<file path="src/rtl/pwm_capture_pkg.sv">
// Shared state encoding for the PWM measurement/generation blocks.
package pwm_capture_pkg;

    typedef enum logic [1:0] {
        ST_IDLE = 2'd0,
        ST_HIGH = 2'd1,
        ST_LOW  = 2'd2
    } pwm_state_t;

endpackage

</file>
<file path="src/rtl/pwm_capture_sync_bit.sv">
// Multi-flop synchronizer for a single asynchronous bit; clears to 0 on reset.
module sync_bit #(
    parameter int unsigned SYNC_STAGES = 2
) (
    input  logic clk,
    input  logic rst_n,
    input  logic d,
    output logic q
);

    logic [SYNC_STAGES-1:0] chain;

    always_ff @(posedge clk or negedge rst_n) begin
        if (!rst_n) chain <= '0;
        else        chain <= {chain[SYNC_STAGES-2:0], d};
    end

    assign q = chain[SYNC_STAGES-1];

endmodule

</file>
<file path="src/rtl/pwm_capture.sv">
// Measures high/low run lengths of pwm_in and reports them as (run length - 1),
// with a timeout strobe when the input sticks at one level.
module pwm_capture
    import pwm_capture_pkg::*;
#(
    parameter int unsigned WIDTH       = 16,
    parameter int unsigned SYNC_STAGES = 2
) (
    input  logic             clk,
    input  logic             rst_n,
    input  logic             pwm_in,
    output logic [WIDTH-1:0] low_time,
    output logic [WIDTH-1:0] high_time,
    output logic             valid,
    output logic             timeout
);

    pwm_state_t       state, state_nxt;
    logic             s, s_d;
    logic             edge_ev, rise_ev, fall_ev;
    logic [WIDTH-1:0] cnt, h_hold;
    logic             cnt_max;

    logic             pub, pub_to, hold_en;
    logic [WIDTH-1:0] pub_lo, pub_hi;

    sync_bit #(.SYNC_STAGES(SYNC_STAGES)) u_sync (
        .clk   (clk),
        .rst_n (rst_n),
        .d     (pwm_in),
        .q     (s)
    );

    assign edge_ev = s ^ s_d;
    assign rise_ev = edge_ev & s;
    assign fall_ev = edge_ev & ~s;
    assign cnt_max = &cnt;

    // cnt still holds the previous phase's length-1 during the edge cycle.
    always_comb begin
        state_nxt = state;
        pub       = 1'b0;
        pub_to    = 1'b0;
        pub_lo    = '0;
        pub_hi    = '0;
        hold_en   = 1'b0;
        case (state)
            ST_IDLE: begin
                if (rise_ev) state_nxt = ST_HIGH;
            end
            ST_HIGH: begin
                if (fall_ev) begin
                    hold_en   = 1'b1;
                    state_nxt = ST_LOW;
                end else if (!edge_ev && cnt_max) begin
                    pub       = 1'b1;
                    pub_to    = 1'b1;
                    pub_hi    = '1;
                    state_nxt = ST_IDLE;
                end
            end
            ST_LOW: begin
                if (rise_ev) begin
                    pub       = 1'b1;
                    pub_lo    = cnt;
                    pub_hi    = h_hold;
                    state_nxt = ST_HIGH;
                end else if (!edge_ev && cnt_max) begin
                    pub       = 1'b1;
                    pub_to    = 1'b1;
                    pub_lo    = '1;
                    state_nxt = ST_IDLE;
                end
            end
            default: state_nxt = ST_IDLE;
        endcase
    end

    always_ff @(posedge clk or negedge rst_n) begin
        if (!rst_n) begin
            state     <= ST_IDLE;
            s_d       <= 1'b0;
            cnt       <= '0;
            h_hold    <= '0;
            low_time  <= '0;
            high_time <= '0;
            valid     <= 1'b0;
            timeout   <= 1'b0;
        end else begin
            state   <= state_nxt;
            s_d     <= s;
            valid   <= pub;
            timeout <= pub_to;
            if (edge_ev)       cnt <= '0;
            else if (!cnt_max) cnt <= cnt + WIDTH'(1);
            if (hold_en) h_hold <= cnt;
            if (pub) begin
                low_time  <= pub_lo;
                high_time <= pub_hi;
            end
        end
    end

endmodule

</file>
<file path="config.mk">
export PLATFORM = sky130hd
export DESIGN_NAME = pwm_capture
export DESIGN_NICKNAME = d
export VERILOG_FILES = /design/src/rtl/pwm_capture_pkg.sv /design/src/rtl/pwm_capture_sync_bit.sv /design/src/rtl/pwm_capture.sv
export SDC_FILE = /design/constraint.sdc
export NUM_CORES = 1
export LEC_CHECK = 0
export CAP_MARGIN = 25
export CORE_UTILIZATION = 47
export DETAILED_ROUTE_END_ITERATION = 12
export GPL_ROUTABILITY_DRIVEN = 0
export GPL_TIMING_DRIVEN = 0
export PLACE_DENSITY = 0.68
export SLEW_MARGIN = 5
export SYNTH_ARGS = -nofsm -noshare
export SYNTH_HDL_FRONTEND = slang
export SYNTH_HIERARCHICAL = 1
export SYNTH_SLANG_ARGS = --single-unit
</file>
<file path="constraint.sdc">
create_clock -name clk -period 2.85 [get_ports clk]
set_input_delay 0.4275 -clock clk [delete_from_list [all_inputs] [get_ports clk]]
set_output_delay 0.4275 -clock clk [all_outputs]
set_load 0.1 [all_outputs]
</file>
; Word-level counts from Yosys, hierarchy flattened
; Index checks and enable logic that the tools add are counted.
[classes]
n_addsub = 1
n_eq_ne = 4
mux = 21
n_bitwise = 4
n_reduce_logical = 4
[op_table]
columns = cell, count
row1 = 16-bit 2-to-1 mux, 7
row2 = 16-bit case mux with 2 select lines, 1
row3 = "16-bit by 1-bit adder with 16-bit output, second input constant", 1
row4 = 16-bit AND reduction, 1
row5 = 2-bit 2-to-1 mux, 4
row6 = 1-bit 2-to-1 mux, 6
row7 = 2-bit case mux with 3 select lines, 1
row8 = "2-bit != test, second input constant", 2
row9 = 1-bit case mux with 2 select lines, 2
row10 = 1-bit AND, 2
row11 = "2-bit by 1-bit equality test with 1-bit output, second input constant", 1
row12 = "2-bit equality test, second input constant", 1
row13 = 2-bit logical NOT, 1
row14 = 1-bit logical AND, 1
row15 = 1-bit logical NOT, 1
row16 = 1-bit inverter, 1
row17 = 1-bit XOR, 1
[word_totals]
ff_bits = 71
word_cells = 43

; Depth between registers and ports, before layout
[depth]
ltp_word = 6
depth_mapped = 9
mapped_depth_nobuf = 6

; Hierarchy
; The synthesis kept the hierarchy.
[modules_own_cells]
columns = mod, instances, cells_each, area_per_inst_um2, seq_area_each_um2
row1 = pwm_capture, 1, 331, 3374.5, 1726.7
row2 = sync_bit, 1, 2, 50.0, 50.0

; Worst setup path before layout
; No wires, ideal clock.
[synth_path]
path_type = register to register
start = reg u_sync.chain[1]
end = reg high_time[10]
setup_ps = 137
t_arrival_ps = 1907
t_required_ps = 2713
setup_slack_ps = 805
stages_incl_launch_ff = 9
n_path_buf = 2
path_cell_list = dfrtp_1 -> inv_1 -> ha_1 -> and4_1 -> and4_1 -> buf_2 -> o21ai_1 -> clkbuf_1 -> a2bb2oi_1
[synth_between]
elab_chain_cells = 6
[synth_rtl]
columns = element, line
row1 = from (decl), pwm_capture_sync_bit.sv:11  ; logic [SYNC_STAGES-1:0] chain;
row2 = from (signal assigned), pwm_capture_sync_bit.sv:15  ; else chain <= {chain[SYNC_STAGES-2:0], d};
row3 = 1-bit XOR, pwm_capture.sv:34  ; assign edge_ev = s ^ s_d;
row4 = 1-bit logical NOT, "pwm_capture.sv:55, pwm_capture.sv:68"
row5 = 1-bit logical AND, "pwm_capture.sv:55, pwm_capture.sv:68"
row6 = 16-bit 2-to-1 mux / 1-bit 2-to-1 mux (equally long branches), "pwm_capture.sv:55, pwm_capture.sv:68"
row7 = "16-bit 2-to-1 mux, or another cell as far along", pwm_capture.sv:52  ; if (fall_ev) begin
row8 = 16-bit case mux with 2 select lines / 1-bit case mux with 2 select lines (equally long branches), pwm_capture.sv:47  ; case (state)
row9 = to (signal assigned), pwm_capture.sv:99  ; high_time <= pub_hi;
row10 = to (decl), pwm_capture.sv:13  ; output logic [WIDTH-1:0] high_time,
; Several ways; a longest one is shown, not always the timed one.
; A chain may end at the register's enable or synchronous reset.

; Worst setup path in the final report
[layout_path]
start = reg u_sync.chain[1]
end = reg low_time[5]
[layout_between]
elab_chain_cells = 6
[layout_rtl]
columns = element, line
row1 = 1-bit XOR, pwm_capture.sv:34
row2 = 1-bit logical NOT, "pwm_capture.sv:55, pwm_capture.sv:68"
row3 = 1-bit logical AND, "pwm_capture.sv:55, pwm_capture.sv:68"
row4 = 1-bit 2-to-1 mux / 16-bit 2-to-1 mux (equally long branches), "pwm_capture.sv:55, pwm_capture.sv:68"
row5 = "1-bit 2-to-1 mux, or another cell as far along", pwm_capture.sv:63  ; if (rise_ev) begin
row6 = 1-bit case mux with 2 select lines / 16-bit 2-to-1 mux (equally long branches), pwm_capture.sv:47
row7 = to (signal assigned), pwm_capture.sv:98  ; low_time <= pub_lo;
row8 = to (decl), pwm_capture.sv:12  ; output logic [WIDTH-1:0] low_time,
; Several ways; a longest one is shown, not always the timed one.

==> flow_summary.ini <==
[outcome]
status = complete, no violations

[synthesis]
yosysWarnings = 6
synth-seq-cells = 71
synthCells = 333
avgSynthCellArea_um2 = 10.3
async_flop_share_pct = 100
synthesis.area_mm2 = 0.00342
seq_area_frac_synth_pct = 51.9
ys.flop_type = dfrtp_1
synth.distinct_cells = 44
synth_edf_count = 0
synth_nets = 343

[run]
maxCapViolCount = 0

[route]
highest_layer = met4
first_pass_iters = 4
vias_per_cell = 5.63
wl_met2_mm = 3.57
final_antenna_net_count = 0
wl_per_cell_um = 15.7
wl_met3_um = 254
routed_wl_mm = 7.60
drt-met1-wl_mm = 3.71
num_vias = 2721
route.detailed.drc = 0
initialDrtViolationCount = 130

[placed_design]
place_area_mm2 = 0.00393
dp.final_hpwl_mm = 5.55
numPortBuffers = 36
pre_cts_slack_ns = 0.330

[setup_path]
path_max_fanout = 10
crit_type = reg2reg
endpoint_kind = register
cp.required_ns = 3.05
arrival_ns = 2.72
worst_setup_path_start_kind = register

[power]
p_switching_mw = 2.15
seq_power_share_pct = 30.8
power_frac_clock_pct = 19.2
total_power_mw = 4.35
peakVddDrop_mv = 0.458
comb_power_share_pct = 50.0
sw_frac_of_total_pct = 49.4
p_leak_nw = 1.76
power.internal_mw = 2.20
p_per_area_mw_per_mm2 = 1050

[finish]
layout_common_cells = 71 x dfrtp_1, 42 x a21oi_1, 35 x clkdlybuf4s50_1
n_antenna_cell = 0
drive_gt1_share_pct = 10.6
area_delta_synth_final_pct = 21.2
final_nets = 392
multi_input_area_mm2 = 0.00150
mostFrequentLayoutCell = dfrtp_1
final_util_pct = 60.1
fillers = 599
final_area_mm2 = 0.00415
regArea_mm2 = 0.00178

[sta]
fin_crit_ns = 2.52
slew_viol_final = 0
fmax_mhz = 397
worst_slack_ns = 0.331
slew_headroom_pct = 34.3
finalHoldViolations = 0
min_period_over_period_pct = 88.4
setup_tns_ns = 0
worst_pin_slew_ns = 0.982
fin_skew_ns = 0.00976
setup_violations = 0
rsz0062_at_grt = false

[floorplanning]
io-pin-count = 37
core-area_mm2 = 0.00691
start_util_pct = 49.6
fp.dieW_um = 87.4
rows = 30
die_y_um = 87.4
die-area_mm2 = 0.00763

[clock_network]
cts-buffers-inserted = 9
tritoncts = done
cts_max_level = 3
clock-sinks = 71
clockBufferDepth = 2
hold_buffers = 1
post_cts_buffers = 0
cts_resized = 0
cts.clk_slew.worst_paths_ns = 0.07
clock_latency_ns = 0.34
cts-root-buf = clkbuf_8

[global_route]
globalRouteOverflowTotal = 0
grt_max_degree = 48
grt_pass1_wl_mm = 13.0
grt_pass1_vias = 2639
track_usage_pct = 22.4
antenna_found_initial = 0

[hold_path]
hp-class = reg2reg
worst max-delay path, stage by stage (launching register included):
cell and delay [ns]:
dfrtp_1 0.38, inv_1 0.05, ha_1 0.40, and4_1 0.25, and4_1 0.19, buf_2 0.18
o21ai_1 0.37, clkbuf_1 0.43, a21oi_1 0.13
cells by family after synthesis:
logic type,share of synthesized area [%]
fa+ha+maj,2.56
compound gates,21.6
simple gates,14.1
flops,51.9
buf+inv,4.46
mux,5.19
xor+xnor,0.256
cells in the mapped netlist, types with 4 or more instances:
cell | n | area [µm²]
or4_1 | 4 | 30.0
a2bb2oi_1 | 16 | 140
and4_1 | 4 | 35.0
nor3_1 | 18 | 90.1
mux2_2 | 14 | 158
o21ai_0 | 20 | 100
nor2_1 | 8 | 30.0
or3_1 | 4 | 25.0
nand2_1 | 28 | 105
dfrtp_1 | 71 | 1780
nand3_1 | 5 | 25.0
buf_2 | 4 | 20.0
a21oi_1 | 42 | 210
o31ai_1 | 7 | 52.6
inv_1 | 9 | 33.8
clkbuf_1 | 18 | 67.6
o211ai_1 | 16 | 120
ha_1 | 7 | 87.6
stage by stage:
stage,instances,hold WS (ns)
after floorplan,333,0.132
after global placement,465,0.332
after detailed placement,466,0.338
after CTS,483,0.356
after global routing,483,0.361
final,483,0.364
path summary, 6_finish.rpt:
check                                startpoint         endpoint  slack, ns  cells after the start
min in group asynchronous                 rst_n     high_time[1]       0.53                      2
worst max-delay path            u_sync/chain[1]      low_time[5]       0.33                      8
worst min-delay path            u_sync/chain[0]  u_sync/chain[1]       0.36                      0
worst min register to register  u_sync/chain[0]  u_sync/chain[1]       0.36                      0
max in group asynchronous                 rst_n          cnt[13]       1.77                      3
worst max register to register  u_sync/chain[1]      low_time[5]       0.33                      8
cell type report:
type                            instances  share of cell area (%)
Clock inverter                          3                   0.965
Inverter                                9                   0.814
Multi-Input combinational cell        226                    36.0
Tap cell                               96                    2.90
Buffer                                 27                    2.86
Timing Repair Buffer                   38                    9.53
Sequential cell                        71                    42.8
Clock buffer                           13                    4.07
power by group through the flow:
| stage | clock network [mW] | registers (mW) | logic (mW) |
|---|---|---|---|
| 6_report | 0.835 | 1.34 | 2.17 |
| 5_1_grt | 0.894 | 1.37 | 2.29 |
| 4_1_cts | 0.850 | 1.34 | 2.18 |
| 3_5_place_dp | 0 | 1.36 | 2.18 |
| 3_3_place_gp | 0 | 1.35 | 2.17 |
| 2_1_floorplan | 0 | 2.61 | 0.423 |
sequential cells by signal (all words and copies together) (netlist names):
signal / cells
high_time: 16
s_d: 1
low_time: 16
h_hold: 16
valid: 1
timeout: 1
state: 2
u_sync/chain: 2
cnt: 16
per-layer routing:
layer,up-vias,GRT usage (%)
met5,-,0
met4,0,5.96
met3,9,4.83
met2,50,36.1
met1,1324,30.7
li1,1338,-
No activity file was read; power rests on OpenSTA's default activity.
